--- src/rtl/stepper_sequencer_pkg.sv ---
// Shared types and constants for the stepper sequencer: coil phase table, FSM states.
package stepper_pkg;

  typedef enum logic {IDLE, RUN} state_e;

  localparam logic [2:0] RESET_IDX = 3'd1;

  // Full-step patterns sit at odd indices, half-step intermediates at even ones.
  localparam logic [3:0] PHASE_TABLE [0:7] = '{
    4'b0001, 4'b0011, 4'b0010, 4'b0110,
    4'b0100, 4'b1100, 4'b1000, 4'b1001
  };

  function automatic logic [3:0] phase_of(input logic [2:0] idx);
    return PHASE_TABLE[idx];
  endfunction

endpackage

--- src/rtl/stepper_sequencer_if.sv ---
// Move-command handshake between host control logic and the stepper sequencer.
interface stepper_sequencer_if #(
  parameter int unsigned CNT_W = 16,
  parameter int unsigned DIV_W = 20
);
  logic             cmd_valid;
  logic             cmd_ready;
  logic             cmd_dir;
  logic             cmd_half;
  logic [CNT_W-1:0] cmd_steps;
  logic [DIV_W-1:0] cmd_period;

  modport master (
    output cmd_valid, cmd_dir, cmd_half, cmd_steps, cmd_period,
    input  cmd_ready
  );

  modport slave (
    input  cmd_valid, cmd_dir, cmd_half, cmd_steps, cmd_period,
    output cmd_ready
  );
endinterface

--- src/rtl/stepper_sequencer_step_timer.sv ---
// Step-rate down-counter: tick marks the cycle whose closing edge applies a step.
module step_timer #(
  parameter int unsigned DIV_W = 20
) (
  input  logic             clk,
  input  logic             rst,
  input  logic             run,
  input  logic             load,
  input  logic [DIV_W-1:0] period,
  output logic             tick
);

  logic [DIV_W-1:0] cnt_q, cnt_d;
  logic [DIV_W-1:0] per_q, per_d;

  // Loaded with P on the accept edge, so the count reaches 1 just before edge k+P.
  assign tick = run && (cnt_q == DIV_W'(1));

  always_comb begin
    cnt_d = cnt_q;
    per_d = per_q;
    if (load) begin
      cnt_d = period;
      per_d = period;
    end else if (!run) begin
      cnt_d = '0;
    end else if (tick) begin
      cnt_d = per_q;
    end else begin
      cnt_d = cnt_q - DIV_W'(1);
    end
  end

  always_ff @(posedge clk) begin
    if (rst) begin
      cnt_q <= '0;
      per_q <= '0;
    end else begin
      cnt_q <= cnt_d;
      per_q <= per_d;
    end
  end

endmodule

--- src/rtl/stepper_sequencer.sv ---
// Command-driven 4-coil unipolar stepper sequencer with full/half-step modes and position tracking.
module stepper_sequencer
  import stepper_pkg::*;
#(
  parameter int unsigned CNT_W = 16,
  parameter int unsigned DIV_W = 20,
  parameter int unsigned POS_W = 24
) (
  input  logic                    clk,
  input  logic                    rst,
  stepper_sequencer_if.slave      cmd,
  input  logic                    abort,
  output logic [3:0]              phase,
  output logic                    busy,
  output logic                    done,
  output logic                    aborted,
  output logic [CNT_W-1:0]        steps_left,
  output logic signed [POS_W-1:0] pos
);

  state_e                  state_q, state_d;
  logic [2:0]              idx_q, idx_d;
  logic [3:0]              phase_q, phase_d;
  logic signed [POS_W-1:0] pos_q, pos_d;
  logic [CNT_W-1:0]        left_q, left_d;
  logic                    dir_q, dir_d;
  logic                    half_q, half_d;
  logic                    done_q, done_d;
  logic                    aborted_q, aborted_d;

  logic             accept;
  logic             load;
  logic             tick;
  logic [DIV_W-1:0] period_eff;
  logic [1:0]       step_mag;
  logic [2:0]       idx_step;
  logic [POS_W-1:0] pos_step;

  assign cmd.cmd_ready = (state_q == IDLE) && !rst;
  assign accept        = cmd.cmd_valid && cmd.cmd_ready;
  assign period_eff    = (cmd.cmd_period == '0) ? DIV_W'(1) : cmd.cmd_period;

  // Full mode from an even (half-step) index realigns with a single index move.
  assign step_mag = (half_q || !idx_q[0]) ? 2'd1 : 2'd2;
  assign idx_step = dir_q ? (idx_q + {1'b0, step_mag}) : (idx_q - {1'b0, step_mag});
  assign pos_step = dir_q ? (pos_q + POS_W'(step_mag)) : (pos_q - POS_W'(step_mag));

  step_timer #(
    .DIV_W(DIV_W)
  ) u_timer (
    .clk   (clk),
    .rst   (rst),
    .run   (state_q == RUN),
    .load  (load),
    .period(period_eff),
    .tick  (tick)
  );

  always_comb begin
    state_d   = state_q;
    idx_d     = idx_q;
    pos_d     = pos_q;
    left_d    = left_q;
    dir_d     = dir_q;
    half_d    = half_q;
    done_d    = 1'b0;
    aborted_d = 1'b0;
    load      = 1'b0;
    unique case (state_q)
      IDLE: begin
        if (accept) begin
          if (cmd.cmd_steps == '0) begin
            done_d = 1'b1;
          end else begin
            state_d = RUN;
            dir_d   = cmd.cmd_dir;
            half_d  = cmd.cmd_half;
            left_d  = cmd.cmd_steps;
            load    = 1'b1;
          end
        end
      end
      RUN: begin
        if (abort) begin
          state_d   = IDLE;
          done_d    = 1'b1;
          aborted_d = 1'b1;
        end else if (tick) begin
          idx_d  = idx_step;
          pos_d  = pos_step;
          left_d = left_q - CNT_W'(1);
          if (left_q == CNT_W'(1)) begin
            state_d = IDLE;
            done_d  = 1'b1;
          end
        end
      end
      default: state_d = IDLE;
    endcase
    phase_d = phase_of(idx_d);
  end

  always_ff @(posedge clk) begin
    if (rst) begin
      state_q   <= IDLE;
      idx_q     <= RESET_IDX;
      phase_q   <= phase_of(RESET_IDX);
      pos_q     <= '0;
      left_q    <= '0;
      dir_q     <= 1'b0;
      half_q    <= 1'b0;
      done_q    <= 1'b0;
      aborted_q <= 1'b0;
    end else begin
      state_q   <= state_d;
      idx_q     <= idx_d;
      phase_q   <= phase_d;
      pos_q     <= pos_d;
      left_q    <= left_d;
      dir_q     <= dir_d;
      half_q    <= half_d;
      done_q    <= done_d;
      aborted_q <= aborted_d;
    end
  end

  assign phase      = phase_q;
  assign busy       = (state_q == RUN);
  assign done       = done_q;
  assign aborted    = aborted_q;
  assign steps_left = left_q;
  assign pos        = pos_q;

endmodule

--- src/flat_wrapper.sv ---
// flat-port wrapper written by rule: the top's interface ports become plain ports
module stepper_sequencer_flat import stepper_pkg::*;
#(
  parameter int unsigned CNT_W = 16,
  parameter int unsigned DIV_W = 20,
  parameter int unsigned POS_W = 24
)
  (clk, rst, abort, phase, busy, done, aborted, steps_left, pos, cmd_cmd_valid, cmd_cmd_dir, cmd_cmd_half, cmd_cmd_steps, cmd_cmd_period, cmd_cmd_ready);
  stepper_sequencer_if #(.CNT_W(CNT_W), .DIV_W(DIV_W)) cmd_i ();
  input  logic clk;
  input  logic rst;
  input  logic abort;
  output logic [3:0] phase;
  output logic busy;
  output logic done;
  output logic aborted;
  output logic [CNT_W-1:0] steps_left;
  output logic signed [POS_W-1:0] pos;
  input wire logic [$bits(cmd_i.cmd_valid)-1:0] cmd_cmd_valid;
  input wire logic [$bits(cmd_i.cmd_dir)-1:0] cmd_cmd_dir;
  input wire logic [$bits(cmd_i.cmd_half)-1:0] cmd_cmd_half;
  input wire logic [$bits(cmd_i.cmd_steps)-1:0] cmd_cmd_steps;
  input wire logic [$bits(cmd_i.cmd_period)-1:0] cmd_cmd_period;
  output wire logic [$bits(cmd_i.cmd_ready)-1:0] cmd_cmd_ready;
  assign cmd_i.cmd_valid = cmd_cmd_valid;
  assign cmd_i.cmd_dir = cmd_cmd_dir;
  assign cmd_i.cmd_half = cmd_cmd_half;
  assign cmd_i.cmd_steps = cmd_cmd_steps;
  assign cmd_i.cmd_period = cmd_cmd_period;
  assign cmd_cmd_ready = cmd_i.cmd_ready;
  stepper_sequencer #(.CNT_W(CNT_W), .DIV_W(DIV_W), .POS_W(POS_W)) u_core (.clk(clk), .rst(rst), .cmd(cmd_i), .abort(abort), .phase(phase), .busy(busy), .done(done), .aborted(aborted), .steps_left(steps_left), .pos(pos));
endmodule
--- config.mk ---
export PLATFORM = sky130hd
export DESIGN_NAME = stepper_sequencer_flat
export DESIGN_NICKNAME = d
export VERILOG_FILES = /design/src/rtl/stepper_sequencer_pkg.sv /design/src/rtl/stepper_sequencer_if.sv /design/src/rtl/stepper_sequencer_step_timer.sv /design/src/rtl/stepper_sequencer.sv /design/src/flat_wrapper.sv
export SDC_FILE = /design/constraint.sdc
export NUM_CORES = 1
export LEC_CHECK = 0
export CAP_MARGIN = 15
export CORE_AREA = 2 2 101 103
export DETAILED_ROUTE_END_ITERATION = 7
export DIE_AREA = 0 0 103 105
export HOLD_SLACK_MARGIN = 0.02
export PLACE_DENSITY_LB_ADDON = 0.1
export SETUP_SLACK_MARGIN = 0.4
export SLEW_MARGIN = 20
export SYNTH_ARGS = -nofsm -noshare
export SYNTH_HDL_FRONTEND = slang
export SYNTH_HIERARCHICAL = 1
export SYNTH_SLANG_ARGS = --single-unit
--- constraint.sdc ---
create_clock -name clk -period 8.9 [get_ports clk]
set_input_delay 1.78 -clock clk [delete_from_list [all_inputs] [get_ports clk]]
set_output_delay 1.78 -clock clk [all_outputs]
set_load 0.005 [all_outputs]
==> results.json, run 1 <==
{
  "outcome": "finished, final reports clean",
  "peakVddDrop_mv": 0.08805,
  "drt-pass1-iter-count": 5,
  "timing.hold.ws_ps": 475.9,
  "pin_count": 90,
  "vias_per_cell": 6.000,
  "skew_ps": 12.75,
  "grt_start_max_net_pins": 90,
  "ant_nets": 0,
  "fin_ws_ps": 3787,
  "crit_buf_inv": 2,
  "cp_slowest_stage_delay_ps": 940,
  "synth-main-ff-cell": "dfxtp_1",
  "grt.total_usage_pct": 26.80,
  "finalHoldViolCount": 0,
  "post-cts-setup-buffer-count": 0,
  "htree_levels": 3,
  "grt_pass1_wl_mm": 23.86,
  "dp_hpwl_mm": 10.22,
  "p_per_area_mw_per_mm2": 142.9,
  "setup_viol": 0,
  "vias": 5484,
  "pre_cts_ws_ps": 3867,
  "synth_nets": 803,
  "start_kind": "input port",
  "required_ps": 9180,
  "crit_path_cell_trace": "clkdlybuf4s50_1 > nor4_1 > nand4_1 > nand3_1 > clkinv_1 > or3_1 > a31oi_1 > o21ai_1 > o22ai_1",
  "fmax_ghz": 0.1956,
  "core_mm2": 0.009639,
  "first_iter_violations": 268,
  "clock_sinks": 92,
  "io_buffers": 89,
  "cts_resized": 0,
  "hold_path.class": "flop to flop",
  "cts_hold_buf": 0,
  "drive_gt1_share_pct": 4.738,
  "overflow": 0,
  "syn_inst": 732,
  "leakagePower_nw": 2.523,
  "finalMaxSlewViolations": 0,
  "design_area_mm2": 0.006631,
  "ys_types": 69,
  "cts.clk_slew.worst_paths_ps": 100,
  "antenna_found_initial": 0,
  "endpoint_kind": "flop",
  "drc": 0,
  "synthArstFlopShare_pct": 0,
  "synth_area_mm2": 0.005607,
  "cts_root_buffer": "clkbuf_8",
  "synth.area.top_cells": "dfxtp_1 33%, a21oi_1 6.8%, nand2_1 6.7%",
  "clock_path_buffers": 2,
  "fin_crit_sh_pct": 57.45,
  "cp_slowest_cell": "or3_1",
  "rows": 36,
  "ys_warn_count": 6,
  "drv_cap": 0,
  "reg2reg_slack_ps": 5180,
  "crit_fanout": 46,
  "clock_latency_ps": 360,
  "first_global_vias": 5236,
  "crit_type": "input port to flop",
  "area_growth_pct": 18.28,
  "cts_tree": "built",
  "avgRoutedWirePerCell_um": 15.52,
  "synth-edff-count": 0,
  "syn_avg_cell_area_um2": 7.659,
  "fin_nets": 847,
  "die_area_mm2": 0.01082,
  "cts_made_buffers": 9,
  "start_util_pct": 58.16,
  "period_needed_ps": 5113,
  "arrival_ps": 5390,
  "detailed_place.area_mm2": 0.006429,
  "routed_wirelength_mm": 14.19,
  "cp_top_family": "simple AND/OR/NAND/NOR gates",
  "rsz0062_at_grt": "false",
  "synth_seq_cells": 92,
  "die_h_um": 105,
  "yosysTopAreaCellShare_pct": 32.85,
  "diodes": 0,
  "synth_common_cells": "100 x nand2_1, 92 x dfxtp_1, 76 x a21oi_1",
  "slew_headroom_pct": 32.25,
  "ys_seq_area_share_pct": 32.85,
  "die_x_um": 103,
  "fin_tns_setup_ps": 0,
  "synth.most_common_cell": "nand2_1",
  "gp_congestion": 0.9082,
  "worstMarginPinSlew_ps": 1010,
  "synth_top_cell_by_area": "dfxtp_1"
}
-- area by class of cell --
type / instances / area [um^2]
Clock buffer: 12 / 165.2
Sequential cell: 92 / 1842
Tap cell: 133 / 166.4
Inverter: 17 / 63.81
Clock inverter: 4 / 37.54
Multi-Input combinational cell: 565 / 3456
Fill cell: 858 / 3008
Timing Repair Buffer: 91 / 900.9
-- worst paths after layout --
path | to | depth (start not counted) | startpoint
max | u_core/u_timer/cnt_q[14] | 9 | cmd_cmd_steps[3]
min | u_core/pos[5] | 2 | u_core/pos[5]
max reg2reg | u_core/u_timer/cnt_q[14] | 7 | u_core/busy
min reg2reg | u_core/pos[5] | 2 | u_core/pos[5]
-- routing by layer --
layer	vias up	track usage, %	share of wire, %
li1	2730	-	-
met1	2562	34.65	44
met2	165	45.36	50
met3	27	3.278	4.0
met4	0	9.398	1.8
met5	-	0	0
-- per-stage QoR --
stage / util (%) / total power, W / cells
floorplan: - / 0.0006047 / 732
global placement: 66.69 / 0.0006641 / 898
detailed placement: 66.69 / 0.0006692 / 898
CTS: 68.80 / 0.0009533 / 914
global route: 68.80 / 0.0009969 / 914
finish: 68.80 / 0.0009476 / 914
-- registers in the layout, indices dropped and copies added, names as in the netlist --
| signal | count |
|---|---|
| u_core/steps_left | 16 |
| u_core/busy | 1 |
| u_core/u_timer/per_q | 20 |
| u_core/u_timer/cnt_q | 20 |
| u_core/idx_q | 3 |
| u_core/half_q | 1 |
| u_core/done | 1 |
| u_core/phase | 4 |
| u_core/aborted | 1 |
| u_core/dir_q | 1 |
| u_core/pos | 24 |
-- report_power, final --
group          switching [W]  internal (W)
Sequential         0.0000196      0.000428
Combinational       0.000122     0.0000953
Clock               0.000153      0.000129
-- worst reg2reg max path, cell delays in order (launching register included) --
cell      delay, ps
dfxtp_1         900
nor2_1          190
nand3_1         240
clkinv_1        830
or3_1           950
a31oi_1         270
o21ai_1         100
o22ai_1         180
-- layout by cell type (no fill, tap or decap), types with 8 or more instances in the layout --
cell               n
a211oi_1          11
a21oi_1           76
a22oi_1            8
clkbuf_8          12
clkdlybuf4s50_1   88
dfxtp_1           92
ha_1              27
inv_1             16
nand2_1          100
nand2b_1          23
nand3_1           23
nand4_1           10
nor2_1            64
nor3_1            20
nor4_1            13
o21ai_0           32
o21ai_1           10
o22ai_1           10
or3_1              9
xnor2_1           20
xor2_1            10
-- cell families after synthesis --
group,after synthesis,synth area share (%)
multiplexers,3,0.5356
AO/OA/AOI/OAI,211,24.41
flip-flops,92,32.85
adder cells (fa/ha/maj),29,6.740
buffers and inverters,75,5.512
AND/OR/NAND/NOR,292,25.26
XOR/XNOR,30,4.686
No activity file was read; power rests on OpenSTA's default activity.
==> run 2: changes to the inputs <==
--- a/config.mk
+++ b/config.mk
@@ -6,9 +6,9 @@
 export NUM_CORES = 1
 export LEC_CHECK = 0
 export CAP_MARGIN = 15
-export CORE_AREA = 2 2 101 103
+export CORE_AREA = 2 2 110 112
 export DETAILED_ROUTE_END_ITERATION = 7
-export DIE_AREA = 0 0 103 105
+export DIE_AREA = 0 0 112 114
 export HOLD_SLACK_MARGIN = 0.02
 export PLACE_DENSITY_LB_ADDON = 0.1
 export SETUP_SLACK_MARGIN = 0.4
==> constraint.sdc (replaced) <==
create_clock -name clk -period 4.3 [get_ports clk]
set_input_delay 0.86 -clock clk [delete_from_list [all_inputs] [get_ports clk]]
set_output_delay 0.86 -clock clk [all_outputs]
set_load 0.005 [all_outputs]
==> run 2 against run 1 <==
Setup slack worse by 2900 ps. Via count fell by 0.75%. Wire length up 4.1%. Clock-buffer cell count stayed put. Die area rose by 18%. Worst hold slack worse by 2.6 ps. Total power up 130%. Sequential share of layout area shrank 0.51 points. Sequential power increased by 110%. Flip-flop and latch count did not move. Global-route usage down 4.3 points. First-iteration DRC count increased by 37%. Critical path type is now flop to flop. Largest power group unchanged.
==> results.json, run 2 (synthesis results as in run 1) <==
{
  "outcome": "finished, final reports clean",
  "clock_sinks": 92,
  "grt_start_max_net_pins": 78,
  "p_per_area_mw_per_mm2": 318.2,
  "dp.cells": 915,
  "path_common_cell": "nand2_1",
  "fmax_ghz": 0.2934,
  "first_iter_violations": 368,
  "period_needed_ps": 3408,
  "area_growth_pct": 20.51,
  "rows": 40,
  "layout_commonest_cell": "nand2_1",
  "min_path_cells": 2,
  "cts.clk_slew.worst_paths_ps": 60,
  "clock_path_buffers": 2,
  "crit_path_cell_trace": "nor4_4 > and4_4 > and3_1 > nand2_1 > or2_2 > nand2_1 > o21ai_0 > a22oi_1 > nor2_1",
  "die_x_um": 112,
  "instances_no_fill": 930,
  "setup_viol": 0,
  "io_buffers": 89,
  "multi_input_area_mm2": 0.003456,
  "fin_nets": 850,
  "peakVddDrop_mv": 0.3278,
  "cts_root_buffer": "clkbuf_16",
  "endpoint_kind": "flop",
  "crit_fanout": 31,
  "overflow": 0,
  "dp_hpwl_mm": 10.47,
  "gp_congestion": 0.8915,
  "core_mm2": 0.01171,
  "cp_top_family": "simple AND/OR/NAND/NOR gates",
  "avgRoutedWirePerCell_um": 15.88,
  "die_h_um": 114,
  "crit_buf_inv": 0,
  "total_power_w": 0.002150,
  "rr_worst_depth": 9,
  "clock_latency_ps": 350,
  "grt.total_usage_pct": 22.52,
  "drive_gt1_share_pct": 4.981,
  "vias_per_cell": 5.853,
  "cts_resized": 0,
  "vias": 5443,
  "pin_count": 90,
  "drc": 0,
  "post-cts-setup-buffer-count": 0,
  "first_global_vias": 5062,
  "diodes": 0,
  "leakagePower_nw": 2.580,
  "seq_area_mm2": 0.001842,
  "cts_made_buffers": 9,
  "worstMarginPinSlew_ps": 849.1,
  "fin_crit_sh_pct": 79.27,
  "cts_hold_buf": 0,
  "ant_nets": 0,
  "required_ps": 4500,
  "crit_type": "flop to flop",
  "cts_tree": "built",
  "crit_cells": 9,
  "htree_levels": 3,
  "arrival_ps": 3610,
  "finalHoldViolCount": 0,
  "final_core_util_pct": 57.69,
  "routed_wirelength_mm": 14.77,
  "skew_ps": 7.367,
  "final_cell_mix": "100 x nand2_1, 92 x dfxtp_1, 88 x clkdlybuf4s50_1",
  "finalMaxSlewViolations": 0,
  "cp_slowest_cell": "nand2_1",
  "drt-pass1-iter-count": 5,
  "hold_path.class": "flop to flop",
  "rsz0062_at_grt": "false",
  "antenna_found_initial": 0,
  "die_area_mm2": 0.01277,
  "drv_cap": 0,
  "largest_register_ffs": 24,
  "slew_headroom_pct": 43.39,
  "fill_cells": 1100,
  "grt_pass1_wl_mm": 23.60,
  "cp_slowest_stage_delay_ps": 660,
  "fin_tns_setup_ps": 0,
  "start_kind": "flop",
  "timing.hold.ws_ps": 473.2,
  "start_util_pct": 47.87
}
-- run 2: changes by cell type in the layout (fill, tap and decap cells not counted) --
cell | previous run | this run
inv_8 | 1 | 0
buf_4 | 2 | 5
clkinvlp_4 | 0 | 1
clkinv_1 | 1 | 0
clkbuf_8 | 12 | 3
inv_1 | 16 | 17
inv_6 | 2 | 0
clkinv_2 | 0 | 1
clkbuf_16 | 0 | 9
-- run 2: cell type report --
cell class / instances / area share [%]
repair buffers: 94 / 13.67
well taps: 147 / 2.722
multi-input cells: 565 / 51.15
clock inverters: 3 / 0.3148
clock buffers: 12 / 3.944
inverters: 17 / 0.9444
flip-flops and latches: 92 / 27.26
-- run 2: power breakdown --
| group | internal (W) | switching [W] |
|---|---|---|
| sequential | 0.000887 | 0.0000359 |
| clock | 0.000436 | 0.000335 |
| combinational | 0.000199 | 0.000257 |
-- run 2: tightest hold or removal path, cell delays in order, from the launching register on --
cell	delay, ps
dfxtp_1	310
nand2b_1	60
a21oi_1	60
-- run 2: per-stage QoR --
step                cell area (um^2)  worst slack, ps
floorplan                       5607             1447
global placement                6469            853.2
detailed placement              6469            727.8
CTS                             6756            909.6
global route                    6756            590.7
finish                          6756            891.6
-- run 2: worst paths after layout --
path	from	to	slack, ps
worst max-delay path	u_core/u_timer/cnt_q[4]	u_core/steps_left[2]	890
worst min-delay path	u_core/u_timer/per_q[3]	u_core/u_timer/per_q[3]	470
worst max register to register	u_core/u_timer/cnt_q[4]	u_core/steps_left[2]	890
worst min register to register	u_core/u_timer/per_q[3]	u_core/u_timer/per_q[3]	470
-- run 2: metal layers --
metal / up-vias / routed length, um / GRT usage [%]
li1: 2721 / - / -
met1: 2552 / 6740 / 28.42
met2: 148 / 7096 / 38.42
met3: 22 / 606 / 3.241
met4: 0 / 323 / 10.16
met5: - / 0 / 0
